File: src/rtl/wb_pkg.sv
// wb_pkg: shared widths and the queued write-back entry type for reg_writeback_ctrl
package wb_pkg;
   localparam int XLEN   = 32;
   localparam int REG_AW = 5;
   localparam int NREGS  = 32;

   typedef struct packed {
      logic [REG_AW-1:0] rd;
      logic [XLEN-1:0]   wd;
   } wb_entry_t;
endpackage

File: src/rtl/wb_fifo.sv
// wb_fifo: synchronous FIFO of wb_entry_t; pushes when full and pops when empty are ignored
module wb_fifo
   import wb_pkg::*;
#(
   parameter int DEPTH = 4
) (
   input  logic                     clk,
   input  logic                     rst_n,
   input  logic                     i_push,
   input  wb_entry_t                i_din,
   input  logic                     i_pop,
   output logic                     o_full,
   output logic                     o_empty,
   output logic [$clog2(DEPTH):0]   o_count,
   output wb_entry_t                o_head
);
   localparam int AW = $clog2(DEPTH);
   localparam logic [AW:0]   L_FULL = (AW+1)'(DEPTH);
   localparam logic [AW:0]   L_CONE = (AW+1)'(1);
   localparam logic [AW-1:0] L_PONE = AW'(1);

   wb_entry_t     r_mem [DEPTH];
   logic [AW-1:0] r_wp;
   logic [AW-1:0] r_rp;
   logic [AW:0]   r_count;
   logic          w_push;
   logic          w_pop;

   assign o_full  = (r_count == L_FULL);
   assign o_empty = (r_count == '0);
   assign o_count = r_count;
   assign o_head  = r_mem[r_rp];
   assign w_push  = i_push && !o_full;
   assign w_pop   = i_pop && !o_empty;

   // Storage array; contents are don't-care until written, so no reset
   always_ff @(posedge clk) begin
      if (w_push) r_mem[r_wp] <= i_din;
   end

   // Pointers wrap naturally modulo DEPTH (power of two); count tracks occupancy
   always_ff @(posedge clk or negedge rst_n) begin
      if (!rst_n) begin
         r_wp    <= '0;
         r_rp    <= '0;
         r_count <= '0;
      end else begin
         if (w_push) r_wp <= r_wp + L_PONE;
         if (w_pop)  r_rp <= r_rp + L_PONE;
         r_count <= (w_push && !w_pop) ? r_count + L_CONE :
                    (w_pop && !w_push) ? r_count - L_CONE : r_count;
      end
   end
endmodule

File: src/rtl/reg_writeback_ctrl.sv
// reg_writeback_ctrl: merges ALU and LSU results onto the register file write port and tracks pending destinations.
// Optional WB_LSU_BYPASS_EN: an LSU result skips the empty FIFO when the ALU leaves the slot free.
module reg_writeback_ctrl
   import wb_pkg::*;
#(
   parameter int DEPTH = 4
) (
   input  logic                    clk,
   input  logic                    rst_n,
   input  logic                    i_alu_valid,
   input  logic [4:0]              i_alu_rd,
   input  logic [XLEN-1:0]         i_alu_wd,
   input  logic                    i_lsu_valid,
   output logic                    o_lsu_ready,
   input  logic [4:0]              i_lsu_rd,
   input  logic [XLEN-1:0]         i_lsu_wd,
   input  logic                    i_issue_valid,
   input  logic [4:0]              i_issue_rd,
   input  logic [4:0]              i_q1_addr,
   input  logic [4:0]              i_q2_addr,
   output logic                    o_q1_pending,
   output logic                    o_q2_pending,
   output logic                    o_rf_we,
   output logic [4:0]              o_rf_addr,
   output logic [XLEN-1:0]         o_rf_wd,
   output logic [$clog2(DEPTH):0]  o_fifo_count
);
   logic             w_full;
   logic             w_empty;
   logic             w_alu_win;
   logic             w_lsu_acc;
   logic             w_pop;
   logic             w_byp;
   logic             w_push;
   logic             w_win;
   wb_entry_t        w_head;
   wb_entry_t        w_alu_e;
   wb_entry_t        w_lsu_e;
   wb_entry_t        w_win_e;
   logic [NREGS-1:0] r_pending;
   logic [NREGS-1:0] w_pend_nxt;

   assign o_lsu_ready = !w_full;
   assign w_alu_e     = {i_alu_rd, i_alu_wd};
   assign w_lsu_e     = {i_lsu_rd, i_lsu_wd};
   assign w_alu_win   = i_alu_valid && (i_alu_rd != '0);
   assign w_lsu_acc   = i_lsu_valid && o_lsu_ready && (i_lsu_rd != '0);
   assign w_pop       = !w_alu_win && !w_empty;
`ifdef WB_LSU_BYPASS_EN
   assign w_byp       = !w_alu_win && w_empty && w_lsu_acc;
`else
   assign w_byp       = 1'b0;
`endif
   assign w_push      = w_lsu_acc && !w_byp;
   assign w_win       = w_alu_win || w_pop || w_byp;
   assign w_win_e     = w_alu_win ? w_alu_e : w_pop ? w_head : w_lsu_e;

   assign o_q1_pending = (i_q1_addr != '0) && r_pending[i_q1_addr];
   assign o_q2_pending = (i_q2_addr != '0) && r_pending[i_q2_addr];

   wb_fifo #(.DEPTH(DEPTH)) u_fifo (
      .clk     (clk),
      .rst_n   (rst_n),
      .i_push  (w_push),
      .i_din   (w_lsu_e),
      .i_pop   (w_pop),
      .o_full  (w_full),
      .o_empty (w_empty),
      .o_count (o_fifo_count),
      .o_head  (w_head)
   );

   // Scoreboard next state: retire the write being presented, then a new issue re-arms (set wins)
   always_comb begin
      w_pend_nxt = r_pending;
      if (o_rf_we) w_pend_nxt[o_rf_addr] = 1'b0;
      if (i_issue_valid && (i_issue_rd != '0)) w_pend_nxt[i_issue_rd] = 1'b1;
   end

   // Scoreboard register
   always_ff @(posedge clk or negedge rst_n) begin
      if (!rst_n) r_pending <= '0;
      else        r_pending <= w_pend_nxt;
   end

   // Write-port register; address/data hold when the slot is idle
   always_ff @(posedge clk or negedge rst_n) begin
      if (!rst_n) begin
         o_rf_we   <= 1'b0;
         o_rf_addr <= '0;
         o_rf_wd   <= '0;
      end else begin
         o_rf_we <= w_win;
         if (w_win) {o_rf_addr, o_rf_wd} <= w_win_e;
      end
   end
endmodule

File: config.mk
export PLATFORM = sky130hd
export DESIGN_NAME = reg_writeback_ctrl
export DESIGN_NICKNAME = d
export VERILOG_FILES = /design/src/rtl/wb_pkg.sv /design/src/rtl/wb_fifo.sv /design/src/rtl/reg_writeback_ctrl.sv
export SDC_FILE = /design/constraint.sdc
export NUM_CORES = 1
export LEC_CHECK = 0
export ABC_CLOCK_PERIOD_IN_PS = 5940
export CAP_MARGIN = 10
export CORE_AREA = 2 2 117 203
export DETAILED_ROUTE_END_ITERATION = 6
export DIE_AREA = 0 0 119 205
export PLACE_DENSITY = 0.73
export SKIP_CTS_REPAIR_TIMING = 1
export SLEW_MARGIN = 20
export SYNTH_ARGS = -nofsm -noshare
export SYNTH_HDL_FRONTEND = slang
export SYNTH_SLANG_ARGS = --single-unit
File: constraint.sdc
create_clock -name clk -period 5.94 [get_ports clk]
set_input_delay 1.188 -clock clk [delete_from_list [all_inputs] [get_ports clk]]
set_output_delay 1.188 -clock clk [all_outputs]
set_load 0.01 [all_outputs]
==> results of run 1 <==
## registers in the layout, indices dropped and copies added, names as in the netlist
register	flops
o_rf_addr	5
o_rf_wd	32
u_fifo.o_count	3
u_fifo.r_mem	148
u_fifo.r_rp	2
o_rf_we	1
u_fifo.r_wp	2
r_pending	32
## stage by stage
stage,hold slack (ns),cell area (sq um)
6_report,0.492,11700
5_1_grt,0.513,11700
4_1_cts,0.497,11700
3_5_place_dp,0.482,11000
3_3_place_gp,0.485,11000
2_1_floorplan,0.453,9390
## cells in the final DEF, fill, tap and decap left out, types with 4 or more instances in the layout
cell,instances
edfxtp_1,148
clkdlybuf4s50_1,136
nand2_1,79
dfrtp_1,75
o21ai_0,67
nor2_1,42
mux4_2,42
a31oi_1,38
clkbuf_16,21
nand3b_1,19
mux2i_1,15
nand3_1,12
clkinv_2,7
mux2_2,6
inv_1,5
ha_1,5
buf_4,5
or3b_2,4
or3_1,4
and2_2,4
xnor2_1,4
## worst max-delay path, delay by kind of cell
kind | cells | cell delay, ns
and+or+nand+nor | 1 | 0.31
muxes | 1 | 0.40
AOI/OAI and AO/OA | 2 | 0.45
buffers and inverters | 2 | 1.42
## worst paths after layout
check	from	end	slack, ns	depth (start not counted)
max reg2reg	u_fifo.o_count[2]	u_fifo.o_count[2]	3.18	8
min in group asynchronous	rst_n	o_rf_wd[7]	0.62	1
min reg2reg	r_pending[0]	r_pending[0]	0.49	1
max	i_q2_addr[1]	o_q2_pending	0.98	6
min	r_pending[0]	r_pending[0]	0.49	1
max in group asynchronous	rst_n	u_fifo.r_rp[1]	4.25	2
## power breakdown
| group | total, uW | switching (uW) | internal [uW] | leakage, uW |
|---|---|---|---|---|
| clock | 1290 | 571 | 723 | 0.000326 |
| combinational | 1630 | 816 | 819 | 0.00155 |
| sequential | 2470 | 339 | 2130 | 0.00224 |
| total | 5400 | 1730 | 3670 | 0.00411 |
## final cells by class
cell class	count	area (sq um)	area share
Tap cell	300	375	0.0321
Clock buffer	25	561	0.0480
Sequential cell	225	6370	0.545
Antenna cell	1	2.50	0.000214
Inverter	5	18.8	0.00161
Multi-Input combinational cell	372	2830	0.242
Clock inverter	12	97.6	0.00835
Timing Repair Buffer	142	1430	0.122
## cells by family (layout without fill, tap and decap cells)
logic type,Yosys count,after routing,synth area share
AO/OA/AOI/OAI,118,118,0.0712
XOR/XNOR,6,6,0.00560
adder cells (fa/ha/maj),6,6,0.00880
buffers and inverters,42,184,0.0216
flip-flops,225,225,0.679
multiplexers,63,63,0.124
other,0,1,0
AND/OR/NAND/NOR,179,179,0.0902
## metal layers
layer	up-vias	track usage
li1	2689	-
met1	3020	0.198
met2	197	0.353
met3	72	0.0217
met4	0	0.0931
met5	-	0
==> results.json, run 1 <==
{
  "wl_met2_um": 12600,
  "critPathMaxStageDelay_ns": 0.92,
  "cp_slowest_cell": "clkdlybuf4s50_1",
  "syn_to_final_growth_pct": 24.5,
  "met1_length_um": 7910,
  "cts_tree": "yes",
  "die_y_um": 205,
  "cts_buffer_depth": 3,
  "fin_skew_ns": 0.0150,
  "synth_top_cells_by_count": "148 x edfxtp_1, 79 x nand2_1, 77 x dfrtp_1",
  "synth_edf_count": 148,
  "yosysTopAreaCellShare": 0.473,
  "dr.pass1.iters": 6,
  "synth_top_area_cell": "edfxtp_1",
  "synthArstFlopShare": 0.342,
  "final-hold-violation-count": 0,
  "path_class": "in -> out",
  "synth.net_count": 739,
  "die_w_um": 119,
  "utilization": 0.514,
  "crit_arrival_ns": 3.78,
  "crit_top_cell": "clkdlybuf4s50_1",
  "synth_area_leaders": "edfxtp_1 47%, dfrtp_1 21%, mux4_2 10%",
  "vias": 5978,
  "post-route-worst-setup-slack_ns": 0.975,
  "num_io_pins": 138,
  "track_usage": 0.185,
  "synthCells": 639,
  "worstSetupEndpointType": "output port",
  "hold_class": "reg -> reg",
  "p_per_area_nw_per_um2": 462,
  "tns_ns": 0,
  "place_congestion": 1.02,
  "port_buffers": 137,
  "fp-row-count": 73,
  "yosysWarnings": 0,
  "synth.most_common_cell": "edfxtp_1",
  "worstMarginPinSlew_ns": 1.04,
  "dp_cells": 1043,
  "layout_worst_path_cycle_share": 0.836,
  "min_period_ns": 4.96,
  "maxSlewHeadroom": 0.304,
  "setup-violations-final": 0,
  "wl_per_cell_um": 20.9,
  "outcome": "completed",
  "place_ws_ns": 0.960,
  "drtAntennaViolNets": 0,
  "grt-ovfl-total": 0,
  "postSynthAreaPerCell_sq_um": 14.7,
  "grt_pass1_wl_um": 34200,
  "top_layer_used": "met4",
  "die_area_sq_um": 24400,
  "grt_max_degree": 76,
  "h-tree-depth": 1,
  "fmax_mhz": 201,
  "ir_drop_uv": 281,
  "viasPerCell": 5.52,
  "p_leak_uw": 0.00411,
  "cp_max_fo": 16,
  "drive_gt1_frac": 0.131,
  "ys_ff_latch": 225,
  "startpoint_type": "input pin",
  "synth_top_flop_cell": "edfxtp_1",
  "total_power_uw": 5400,
  "slew_viol_final": 0,
  "rsz0062_at_grt": "false",
  "grt_pass1_vias": 6137,
  "first_iter_violations": 359,
  "yosysSeqAreaShare": 0.679,
  "dpl.hpwl_um": 15000,
  "fillers": 1916,
  "wl_met3_um": 985,
  "initial_core_util": 0.413,
  "path_clk_slew_ns": 0.07,
  "required_ns": 4.75,
  "syn_area_sq_um": 9390,
  "routed_wl_um": 22600,
  "core_area_sq_um": 22700,
  "drc": 0,
  "synth.distinct_cells": 40,
  "cts-root-buf": "clkbuf_16",
  "final_nets": 867,
  "antenna_found_initial": 1,
  "instances_no_fill": 1082,
  "numCtsBuffers": 21,
  "cts_sinks": 225,
  "maxCapViolations": 0,
  "worstPathCellList": "clkdlybuf4s50_1 -> mux2_2 -> o311ai_0 -> o22ai_1 -> or3_1 -> clkdlybuf4s50_1",
  "insertion_delay_ns": 0.50
}
(Power assumes the default switching activity.)
==> run 2, diff against run 1 <==
--- a/config.mk
+++ b/config.mk
@@ -5,12 +5,12 @@
 export SDC_FILE = /design/constraint.sdc
 export NUM_CORES = 1
 export LEC_CHECK = 0
-export ABC_CLOCK_PERIOD_IN_PS = 5940
+export ABC_CLOCK_PERIOD_IN_PS = 4400
 export CAP_MARGIN = 10
 export CORE_AREA = 2 2 117 203
 export DETAILED_ROUTE_END_ITERATION = 6
 export DIE_AREA = 0 0 119 205
-export PLACE_DENSITY = 0.73
+export PLACE_DENSITY = 0.76
 export SKIP_CTS_REPAIR_TIMING = 1
 export SLEW_MARGIN = 20
 export SYNTH_ARGS = -nofsm -noshare
==> constraint.sdc (replaced) <==
create_clock -name clk -period 4.4 [get_ports clk]
set_input_delay 0.88 -clock clk [delete_from_list [all_inputs] [get_ports clk]]
set_output_delay 0.88 -clock clk [all_outputs]
set_load 0.01 [all_outputs]
==> results.json, run 2 (synthesized netlist as in run 1, its figures left out) <==
{
  "outcome": "completed",
  "drc": 0,
  "cp_slowest_cell": "clkdlybuf4s50_1",
  "rsz0062_at_grt": "false",
  "reg.largest.list": "u_fifo.r_mem: 148 flops, o_rf_wd: 32 flops, r_pending: 32 flops",
  "fin_skew_ns": 0.0106,
  "first_iter_violations": 335,
  "numCtsBuffers": 21,
  "insertion_delay_ns": 0.49,
  "cts_buffer_depth": 3,
  "setup-violations-final": 0,
  "p_clk_frac": 0.238,
  "dp_cells": 1051,
  "track_usage": 0.186,
  "min_period_ns": 4.23,
  "worstMarginPinSlew_ns": 1.01,
  "hold_class": "in -> async",
  "slew_viol_final": 0,
  "path_class": "in -> out",
  "startpoint_type": "input pin",
  "die_w_um": 119,
  "final_nets": 874,
  "cts_sinks": 225,
  "required_ns": 3.52,
  "fmax_mhz": 236,
  "num_io_pins": 138,
  "utilization": 0.516,
  "grt_pass1_wl_um": 34700,
  "r2r_setup_slack_ns": 1.58,
  "port_buffers": 137,
  "die_area_sq_um": 24400,
  "wl_per_cell_um": 20.5,
  "cts-root-buf": "clkbuf_16",
  "maxSlewHeadroom": 0.323,
  "layout_worst_path_cycle_share": 0.961,
  "routed_wl_um": 22300,
  "ir_drop_uv": 358,
  "cts_tree": "yes",
  "final_common_cell": "edfxtp_1",
  "die_y_um": 205,
  "r2r-end": "u_fifo.o_count[2]",
  "largest_register_ffs": 148,
  "p_leak_uw": 0.00415,
  "initial_core_util": 0.413,
  "instances_no_fill": 1088,
  "viasPerCell": 5.43,
  "path_clk_slew_ns": 0.07,
  "grt_max_degree": 76,
  "dpl.hpwl_um": 15200,
  "final_cell_mix": "148 x edfxtp_1, 136 x clkdlybuf4s50_1, 79 x nand2_1",
  "crit_top_cell": "clkdlybuf4s50_1",
  "drive_gt1_frac": 0.137,
  "antenna_cells": 0,
  "place_congestion": 0.913,
  "worstSetupEndpointType": "output port",
  "intPower_uw": 4970,
  "syn_to_final_growth_pct": 24.9,
  "grt-ovfl-total": 0,
  "vias": 5909,
  "critPathMaxStageDelay_ns": 0.72,
  "h-tree-depth": 1,
  "r2r-start": "u_fifo.o_count[1]",
  "dr.pass1.iters": 6,
  "maxCapViolations": 0,
  "comb_power_share": 0.301,
  "tns_ns": 0,
  "antenna_found_initial": 0,
  "fp-row-count": 73,
  "p_per_area_nw_per_um2": 619,
  "r2r.worst_path.cells": 8,
  "core_area_sq_um": 22700,
  "p_switching_uw": 2280,
  "top_register": "u_fifo.r_mem",
  "worstPathCellList": "clkdlybuf4s50_1 -> mux2_2 -> o311ai_0 -> o22ai_1 -> or3_1 -> clkdlybuf4s50_1",
  "final-hold-violation-count": 0,
  "hold_slack_ns": 0.454,
  "pwr-share-seq": 0.462,
  "grt_pass1_vias": 6207,
  "cp_max_fo": 6,
  "switching_share": 0.315,
  "crit_arrival_ns": 3.35,
  "drtAntennaViolNets": 0
}
run 2: final cells by class:
| class | count | area, sq um |
|---|---|---|
| Clock buffer | 26 | 574 |
| Sequential cell | 225 | 6370 |
| Multi-Input combinational cell | 372 | 2830 |
| Inverter | 5 | 18.8 |
| Clock inverter | 11 | 82.6 |
| Tap cell | 300 | 375 |
| Fill cell | 1877 | 11000 |
| Timing Repair Buffer | 149 | 1470 |
run 2: how the worst max path moves through the flow:
stage                   end         start  slack, ns  cells after the start
2_1_floorplan  o_q2_pending  i_q2_addr[1]       1.42                      5
3_3_place_gp   o_q2_pending  i_q2_addr[1]       0.21                      6
3_5_place_dp   o_q2_pending  i_q2_addr[1]       0.20                      6
4_1_cts        o_q2_pending  i_q2_addr[1]       0.20                      6
5_1_grt        o_q2_pending  i_q2_addr[1]       0.04                      6
6_report       o_q2_pending  i_q2_addr[1]       0.17                      6
run 2: per-stage QoR:
step                      worst slack, ns  power, uW  area, sq um
final                               0.171       7260        11700
after global placement              0.206       5550        11100
after detailed placement            0.197       5610        11100
after CTS                           0.196       7350        11700
after global routing               0.0374       7660        11700
after floorplan                      1.42       4590         9390
run 2: per-layer routing:
layer / track usage / part of all wire / up-vias
li1: - / - / 2704
met2: 0.357 / 0.56 / 166
met4: 0.0795 / 0.036 / 0
met1: 0.199 / 0.36 / 2994
met3: 0.0278 / 0.040 / 45
met5: 0 / 0 / -
run 2: critical path, delay by kind of cell:
| family | cells | cell delay (ns) |
|---|---|---|
| AO/OA/AOI/OAI | 2 | 0.55 |
| buffers and inverters | 2 | 1.20 |
| multiplexers | 1 | 0.38 |
| AND/OR/NAND/NOR | 1 | 0.33 |
run 2: power groups by stage:
stage / Sequential [uW] / Combinational (uW) / Clock, uW
floorplan: 3200 / 1400 / 0
detailed placement: 3400 / 2210 / 0
global route: 3420 / 2390 / 1850
finish: 3350 / 2180 / 1730
global placement: 3380 / 2170 / 0
CTS: 3360 / 2220 / 1770
